==> src/rtl/bht_pkg.sv <==
// Shared definitions for the gshare/bimodal branch history table:
// counter encodings, controller states and default geometry.
package bht_pkg;

  localparam int DEF_INDEX_BITS = 8;
  localparam int DEF_GHR_BITS   = 8;
  localparam int DEF_MODE       = 1;

  typedef enum logic [1:0] {
    SNT = 2'b00,
    WNT = 2'b01,
    WT  = 2'b10,
    ST  = 2'b11
  } ctr_e;

  typedef enum logic {
    INIT = 1'b0,
    RUN  = 1'b1
  } state_e;

endpackage

==> src/rtl/bht_gshare_sat_ctr2.sv <==
// Two-bit saturating counter next-state: taken counts up to ST,
// not-taken counts down to SNT.
module sat_ctr2
  import bht_pkg::*;
(
  input  logic [1:0] ctr_i,
  input  logic       taken_i,
  output logic [1:0] ctr_o
);

  always_comb begin
    ctr_o = ctr_i;
    if (taken_i) begin
      if (ctr_i != 2'(ST)) ctr_o = ctr_i + 2'd1;
    end else begin
      if (ctr_i != 2'(SNT)) ctr_o = ctr_i - 2'd1;
    end
  end

endmodule

==> src/rtl/bht_gshare.sv <==
// Branch history table of 2-bit counters with bimodal or gshare indexing,
// speculative global history and a power-up sweep that seeds every entry.
module bht_gshare
  import bht_pkg::*;
#(
  parameter int INDEX_BITS = DEF_INDEX_BITS,
  parameter int GHR_BITS   = DEF_GHR_BITS,
  parameter int MODE       = DEF_MODE
) (
  input  logic                clk,
  input  logic                rst,
  output logic                ready,
  input  logic                lk_valid,
  input  logic [31:0]         lk_pc,
  output logic                pred_valid,
  output logic                pred_taken,
  output logic [1:0]          pred_ctr,
  output logic [GHR_BITS-1:0] pred_ghr,
  input  logic                upd_valid,
  input  logic [31:0]         upd_pc,
  input  logic [GHR_BITS-1:0] upd_ghr,
  input  logic                upd_taken,
  input  logic                upd_mispredict
);

  localparam int DEPTH = 1 << INDEX_BITS;
  localparam logic [INDEX_BITS:0] LAST_IDX = (INDEX_BITS+1)'(DEPTH - 1);

  state_e                state_q;
  logic [INDEX_BITS:0]   init_cnt_q;
  logic                  ready_q;
  logic [GHR_BITS-1:0]   ghr_q, ghr_d;
  logic                  pred_valid_q, pred_taken_q;
  logic [1:0]            pred_ctr_q;
  logic [GHR_BITS-1:0]   pred_ghr_q;

  logic [1:0]            tbl_q [DEPTH];

  logic                  lk_acc, upd_acc;
  logic [INDEX_BITS-1:0] lk_idx, upd_idx;
  logic [1:0]            upd_ctr, upd_next, lk_ctr;
  logic [GHR_BITS:0]     restore_hist, spec_hist;
  logic                  unused_bits;

  assign lk_acc  = lk_valid  & ready_q;
  assign upd_acc = upd_valid & ready_q;

  generate
    if (MODE == 1) begin : g_gshare
      assign lk_idx  = lk_pc[INDEX_BITS+1:2]  ^ INDEX_BITS'(ghr_q);
      assign upd_idx = upd_pc[INDEX_BITS+1:2] ^ INDEX_BITS'(upd_ghr);
    end else begin : g_bimodal
      assign lk_idx  = lk_pc[INDEX_BITS+1:2];
      assign upd_idx = upd_pc[INDEX_BITS+1:2];
    end
  endgenerate

  assign unused_bits = ^{lk_pc[1:0], upd_pc[1:0], lk_pc[31:INDEX_BITS+2],
                         upd_pc[31:INDEX_BITS+2], upd_ghr};

  assign upd_ctr = tbl_q[upd_idx];

  sat_ctr2 u_sat (
    .ctr_i   (upd_ctr),
    .taken_i (upd_taken),
    .ctr_o   (upd_next)
  );

  // A same-cycle update to the looked-up entry is forwarded so the
  // prediction never sees a stale counter.
  assign lk_ctr = (upd_acc && (upd_idx == lk_idx)) ? upd_next : tbl_q[lk_idx];

  // Concatenate-then-truncate keeps the shift legal for a 1-bit history.
  assign restore_hist = {upd_ghr, upd_taken};
  assign spec_hist    = {ghr_q, lk_ctr[1]};

  always_comb begin
    ghr_d = ghr_q;
    if (MODE == 1) begin
      if (upd_acc && upd_mispredict) ghr_d = restore_hist[GHR_BITS-1:0];
      else if (lk_acc)               ghr_d = spec_hist[GHR_BITS-1:0];
    end
  end

  always_ff @(posedge clk or negedge rst) begin
    if (!rst) begin
      state_q      <= INIT;
      init_cnt_q   <= '0;
      ready_q      <= 1'b0;
      ghr_q        <= '0;
      pred_valid_q <= 1'b0;
      pred_taken_q <= 1'b0;
      pred_ctr_q   <= 2'b00;
      pred_ghr_q   <= '0;
    end else begin
      case (state_q)
        INIT: begin
          init_cnt_q <= init_cnt_q + (INDEX_BITS+1)'(1);
          if (init_cnt_q == LAST_IDX) begin
            state_q <= RUN;
            ready_q <= 1'b1;
          end
        end
        RUN:     ready_q <= 1'b1;
        default: state_q <= INIT;
      endcase
      ghr_q        <= ghr_d;
      pred_valid_q <= lk_acc;
      if (lk_acc) begin
        pred_taken_q <= lk_ctr[1];
        pred_ctr_q   <= lk_ctr;
        pred_ghr_q   <= ghr_q;
      end
    end
  end

  // Table contents survive reset; the init sweep rewrites every entry.
  always_ff @(posedge clk) begin
    if (state_q == INIT) tbl_q[init_cnt_q[INDEX_BITS-1:0]] <= 2'(WNT);
    else if (upd_acc)    tbl_q[upd_idx] <= upd_next;
  end

  assign ready      = ready_q;
  assign pred_valid = pred_valid_q;
  assign pred_taken = pred_taken_q;
  assign pred_ctr   = pred_ctr_q;
  assign pred_ghr   = pred_ghr_q;

endmodule

==> config.mk <==
export PLATFORM = sky130hd
export DESIGN_NAME = bht_gshare
export DESIGN_NICKNAME = d
export VERILOG_FILES = /design/src/rtl/bht_pkg.sv /design/src/rtl/bht_gshare_sat_ctr2.sv /design/src/rtl/bht_gshare.sv
export SDC_FILE = /design/constraint.sdc
export NUM_CORES = 1
export LEC_CHECK = 0
export CORE_ASPECT_RATIO = 0.9
export CORE_UTILIZATION = 40
export CTS_BUF_LIST = sky130_fd_sc_hd__clkbuf_8 sky130_fd_sc_hd__clkbuf_16
export DETAILED_ROUTE_END_ITERATION = 10
export GPL_TIMING_DRIVEN = 0
export RECOVER_POWER = 100
export SYNTH_ARGS = -nofsm -noshare
export SYNTH_HDL_FRONTEND = slang
export SYNTH_SLANG_ARGS = --single-unit
==> constraint.sdc <==
create_clock -name clk -period 6.7 [get_ports clk]
set_clock_uncertainty 0.1 [all_clocks]
set_input_delay 1.34 -clock clk [delete_from_list [all_inputs] [get_ports clk]]
set_output_delay 1.34 -clock clk [all_outputs]
set_load 0.02 [all_outputs]
==> metrics, run 1 <==
outcome=complete, but fails checks; failing checks=max-capacitance violations, max-slew violations; Port Buffers=42; synthesized net count=1846; Routed Antenna Nets=0; CP startpoint=upd_ghr[2]; Placer Congestion=0.990; PD cells=249 nW/µm²; RSZ-0062 raised after global routing=false; hold buffers post-CTS=0; footprint of the multi-input gates=9810 µm²; setup ws final=35.2 ps; share of the synthesized area in the top cell type=58.0%; Finished Core Util=45.6%; Initial Util=40.4%; post-CTS setup buffers=0; CP Class=in -> reg; average cell area after synthesis=15.0 µm²; share of cells above drive strength 1=17.2%; fin cells=2776; leakage=9.69 nW; TritonCTS buffer count=55; CP max FO=51; synthesized netlist cell count=1766; Critical path buffers and inverters=2; fin crit period=6660 ps; Rows=89; Root Buffer=clkbuf_16; sequential area share after synthesis=60.9%; vias in the first global route=18300; first-pass GRT wire length=139000 µm; clk slew on worst S/H paths=70 ps; Arr. time, crit path=6680 ps; Worst path depth=11; Main synth FF type=edfxtp_1; cell area after layout=29900 µm²; reg2reg start=ghr_q[2]$_DFFE_PN0P_; CP max stage delay=1130 ps; crit end category=flop; Slew @ Worst Pin=1800 ps; Place WS=-1220 ps; Final period util=99.5%; CP delay by family, top=simple AND/OR/NAND/NOR gates; Hold Vio Cnt, Final=0; Worst setup SP type=primary input; CP max-delay cell=clkbuf_1; DR WL/cell=36.4 µm; asr flop ratio synth=5.54%; synth-to-layout area growth=12.9%; Max Fclk=150 MHz; Fin Hold WS=400 ps; via count=18800; top cells by area, synth=edfxtp_1 (58%), mux4_2 (14%), mux2i_1 (10%); worst-skew pair later-pin latency=640 ps; DRT Pass-1 Iters=5; nets=1948; Max-Cap Viols=7; Core Region=65500 µm²; metal2 WL=42600 µm; Warnings, synthesis=0; H-tree depth=2; DRC=0; top sig layer=met4; Die Ht=246 µm; FILL cells=5773; Unique masters post-synth=48; initial antenna violation count=1; vias per inst=6.77; CP required=6710 ps; grt ovf=0; DP Cell Count=2677; largest area contributor in the netlist=edfxtp_1; Final HPWL DP=65800 µm; met3 wire len=14600 µm; pin count of the biggest net entering global routing=155; gr usage total=30.1%; FF-to-FF path depth=11; CP Cell Sequence=clkdlybuf4s50_1 > xnor2_1 > nand3_1 > clkbuf_1 > o22ai_1 > nor4_1 > nor2_1 > nor3_1 > or4_1 > maj3_2 > nand2_2; most frequent cells in the layout=edfxtp_1 (512), nor2_1 (281), mux2i_1 (267); # diodes=0; Routed WL=101000 µm; final setup violation count=0; Ports=91; Yosys reg bits=542; die area=67200 µm²; R2R setup slack=1240 ps; most common cell after layout, fill and taps aside=edfxtp_1; Max Slew Vio Count=74; M1 wire length=38100 µm; Worst VDD drop=0.214 mV; Max clock buf depth=3; die width=273 µm; hold crit path type=reg -> reg; Setup crit end=tbl_q[205][0]$_DFFE_PP_; CTS Sinks=542; EDFF count, synth=512; CTS tree=built; Slew Limit Headroom=-20.2%; Post-DP Area=28100 µm²; register area=16100 µm²; reg2reg end=ghr_q[0]$_DFFE_PN0P_; cell area after synthesis=26500 µm²; First DRT Iteration DRCs=3091
==> Yosys cell counts, types with 19 or more instances <==
| cell type | number |
|---|---|
| clkbuf_1 | 69 |
| xnor2_1 | 27 |
| nand3_1 | 19 |
| dfrtp_1 | 30 |
| o22ai_1 | 138 |
| buf_2 | 30 |
| buf_4 | 20 |
| o21ai_0 | 19 |
| nor4_1 | 35 |
| mux2i_1 | 267 |
| edfxtp_1 | 512 |
| mux4_2 | 160 |
| nand2_1 | 55 |
| nor2_1 | 281 |
==> worst min path at each step <==
stage	startpoint	endpoint	slack (ps)	depth (start not counted)
2_1_floorplan	init_cnt_q[4]$_DFFE_PN0N_	init_cnt_q[4]$_DFFE_PN0N_	360	1
3_3_place_gp	pred_ghr[6]$_DFFE_PN0P_	pred_ghr[6]$_DFFE_PN0P_	390	1
3_5_place_dp	pred_ghr[4]$_DFFE_PN0P_	pred_ghr[4]$_DFFE_PN0P_	390	1
4_1_cts	pred_ghr[4]$_DFFE_PN0P_	pred_ghr[4]$_DFFE_PN0P_	410	1
5_1_grt	pred_ghr[4]$_DFFE_PN0P_	pred_ghr[4]$_DFFE_PN0P_	420	1
6_report	pred_ghr[4]$_DFFE_PN0P_	pred_ghr[4]$_DFFE_PN0P_	400	1
==> timing repair <==
action | in CTS | in global routing
cloned | 0 | 1
resized for setup | 12 | 15
setup endpoints to repair | 479 | 335
==> state kept, by name, indices dropped and copies added (netlist names) <==
name	cells
pred_ctr	1
pred_ghr	8
tbl_q	512
pred_taken	1
state_q	1
init_cnt_q	9
pred_valid	1
ready	1
ghr_q	8
==> layer usage <==
layer,vias to the layer above,GRT usage [%]
li1,7240,-
met1,9620,40.9
met2,1621,43.3
met3,312,9.13
met4,0,15.5
met5,-,0
==> final cells by class <==
class / instances / share of cell area (%)
buffer: 126 / 2.06
clock buffer: 56 / 4.69
clock inverter: 45 / 1.14
inverter: 6 / 0.0753
multi-input combinational: 1090 / 32.8
sequential: 542 / 53.9
tap: 864 / 3.62
timing repair buffer: 47 / 1.66
==> logic make-up after synthesis <==
family                   count (synthesis)  share of synthesized area, %
AO/OA/AOI/OAI                          191                          4.60
XOR/XNOR                                38                          1.26
adder cells (fa/ha/maj)                  4                         0.175
buffers and inverters                  135                          2.34
flip-flops                             542                          60.9
multiplexers                           436                          24.1
AND/OR/NAND/NOR                        420                          6.67
==> power by group <==
| group | switching [mW] | internal (mW) | total (mW) |
|---|---|---|---|
| clock network | 1.37 | 1.70 | 3.08 |
| logic | 0.498 | 0.208 | 0.706 |
| registers | 0 | 3.65 | 3.65 |
==> metrics by stage <==
stage / setup TNS, ps / power [mW]
2_1_floorplan: 0 / 4.08
3_3_place_gp: -1825100 / 4.39
3_5_place_dp: -479640 / 4.39
4_1_cts: 0 / 7.38
5_1_grt: 0 / 7.52
6_report: 0 / 7.43
(Power assumes the default switching activity.)
==> inputs of run 2 (changes only) <==
--- a/config.mk
+++ b/config.mk
@@ -6,10 +6,11 @@
 export NUM_CORES = 1
 export LEC_CHECK = 0
 export CORE_ASPECT_RATIO = 0.9
-export CORE_UTILIZATION = 40
+export CORE_UTILIZATION = 60
 export CTS_BUF_LIST = sky130_fd_sc_hd__clkbuf_8 sky130_fd_sc_hd__clkbuf_16
 export DETAILED_ROUTE_END_ITERATION = 10
 export GPL_TIMING_DRIVEN = 0
+export PLACE_DENSITY = 0.78
 export RECOVER_POWER = 100
 export SYNTH_ARGS = -nofsm -noshare
 export SYNTH_HDL_FRONTEND = slang
==> metrics, run 2 (synthesized netlist as in run 1, its figures left out) <==
Final HPWL DP=60900 µm; Routed Antenna Nets=0; vias in the first global route=18300; CP Class=in -> reg; FF-to-FF path depth=12; reg2reg start=ghr_q[1]$_DFFE_PN0P_; Reg with most FFs=tbl_q; Routed WL=92600 µm; CP startpoint=upd_ghr[2]; R2R setup slack=1030 ps; post-CTS setup buffers=0; CTS Sinks=542; TritonCTS buffer count=53; hold buffers post-CTS=0; nets=1948; CP max FO=73; final setup violation count=174; met1 Use GR=54.6%; hold crit path type=reg -> reg; die width=223 µm; M3 GR Usage=15.2%; Ports=91; footprint of the multi-input gates=9800 µm²; CTS tree=built; Final period util=101%; via count=19100; DR WL/cell=37.5 µm; DRC=0; Port Buffers=42; Finished Core Util=68.1%; Place WS=-802 ps; CP max-delay cell=xor2_1; pin count of the biggest net entering global routing=175; outcome=complete, but fails checks; Worst setup SP type=primary input; share of cells above drive strength 1=16.9%; die area=45000 µm²; grt ovf=0; Max Fclk=148 MHz; FILL cells=2959; register area=16100 µm²; initial antenna violation count=0; Slew @ Worst Pin=1610 ps; most frequent cells in the layout=edfxtp_1 (512), nor2_1 (281), mux2i_1 (267); Core Region=43200 µm²; gr usage total=41.3%; GRT busiest layer=met2; setup ws final=-76.7 ps; Die Ht=201 µm; Max clock buf depth=3; Slew Limit Headroom=-7.53%; Largest register FFs=512; largest registers=tbl_q (512), init_cnt_q (9); CP max stage delay=670 ps; Hold Vio Cnt, Final=0; First DRT Iteration DRCs=3725; cell area after layout=29500 µm²; reg2reg end=ghr_q[0]$_DFFE_PN0P_; GR met2 Demand/Resource=58.2%; DRT Pass-1 Iters=8; crit end category=flop; most common cell after layout, fill and taps aside=edfxtp_1; synth-to-layout area growth=11.2%; failing checks=max-capacitance violations, max-slew violations, negative setup slack; clk slew on worst S/H paths=60 ps; leakage=9.67 nW; Worst VDD drop=0.214 mV; Setup crit end=tbl_q[46][1]$_DFFE_PP_; RSZ-0062 raised after global routing=false; Arr. time, crit path=7080 ps; fin crit period=6780 ps; vias per inst=7.73; Post-DP Area=27800 µm²; first-pass GRT wire length=128000 µm; CP Cell Sequence=dlygate4sd3_1 > xor2_1 > nand3_1 > clkbuf_1 > clkbuf_2 > o22ai_1 > nor4_1 > o22ai_1 > nor3_1 > nor4_2 > maj3_1 > and2_4 > buf_16 > buf_16; Root Buffer=clkbuf_16; CP required=7000 ps; PD cells=246 nW/µm²; Max Slew Vio Count=86; Initial Util=61.3%; worst-skew pair later-pin latency=620 ps; WHS Path Cells=1; H-tree depth=2; Max-Cap Viols=6; Rows=72; Placer Congestion=1.00
-- run 2: how the worst min path moves through the flow --
stage                           endpoint  slack, ps                       from
2_1_floorplan  init_cnt_q[4]$_DFFE_PN0N_        360  init_cnt_q[4]$_DFFE_PN0N_
3_3_place_gp     pred_ctr[0]$_DFFE_PN0P_        370    pred_ctr[0]$_DFFE_PN0P_
3_5_place_dp     pred_ctr[0]$_DFFE_PN0P_        380    pred_ctr[0]$_DFFE_PN0P_
4_1_cts          pred_ctr[0]$_DFFE_PN0P_        390    pred_ctr[0]$_DFFE_PN0P_
5_1_grt          pred_ghr[2]$_DFFE_PN0P_        420    pred_ghr[2]$_DFFE_PN0P_
6_report         pred_ctr[0]$_DFFE_PN0P_        390    pred_ctr[0]$_DFFE_PN0P_
-- run 2: power by group --
part	internal [mW]	leakage [nW]	total, mW	switching, mW
registers	3.65	4.90	3.65	0
clock network	1.61	0.859	2.91	1.30
logic	0.207	3.91	0.684	0.476
total	5.47	9.67	7.24	1.78
-- run 2: per-stage QoR --
stage	total power [mW]	TNS [ps]	hold WS (ps)	cells
2_1_floorplan	4.08	0	360	1766
3_3_place_gp	4.35	-1603660	367	2363
3_5_place_dp	4.36	-293800	376	2369
4_1_cts	7.18	0	391	2466
5_1_grt	7.32	0	419	2465
6_report	7.24	-6460	390	2469
-- run 2: timing repair --
action                     4_1_cts  5_1_grt
resized for setup                9       15
setup endpoints to repair      303      303
cloned                           0        0
-- run 2: worst max-delay path: cells and delay by family --
family / cells / cell delay, ps
buffers and inverters: 5 / 2290
and+or+nand+nor: 5 / 1800
xor gates and xnor gates: 1 / 670
AOI/OAI and AO/OA: 2 / 510
adders and majority gates: 1 / 360
-- run 2: layout make-up --
cell class / instances / share of cell area, %
plain buffers: 128 / 2.06
clock buffers: 54 / 4.59
inverters: 6 / 0.0765
repair buffers: 48 / 1.83
flip-flops and latches: 542 / 54.7
well taps: 555 / 2.36
clock inverters: 43 / 1.05
diodes: 4 / 0.0340
multi-input cells: 1089 / 33.3
-- run 2: routing by layer --
layer	part of all wire (%)	wire, µm	vias up
met2	42	38900	2015
met4	7.3	6790	2
met1	33	30900	9346
met5	0.054	50	-
li1	-	-	7264
met3	17	16000	450
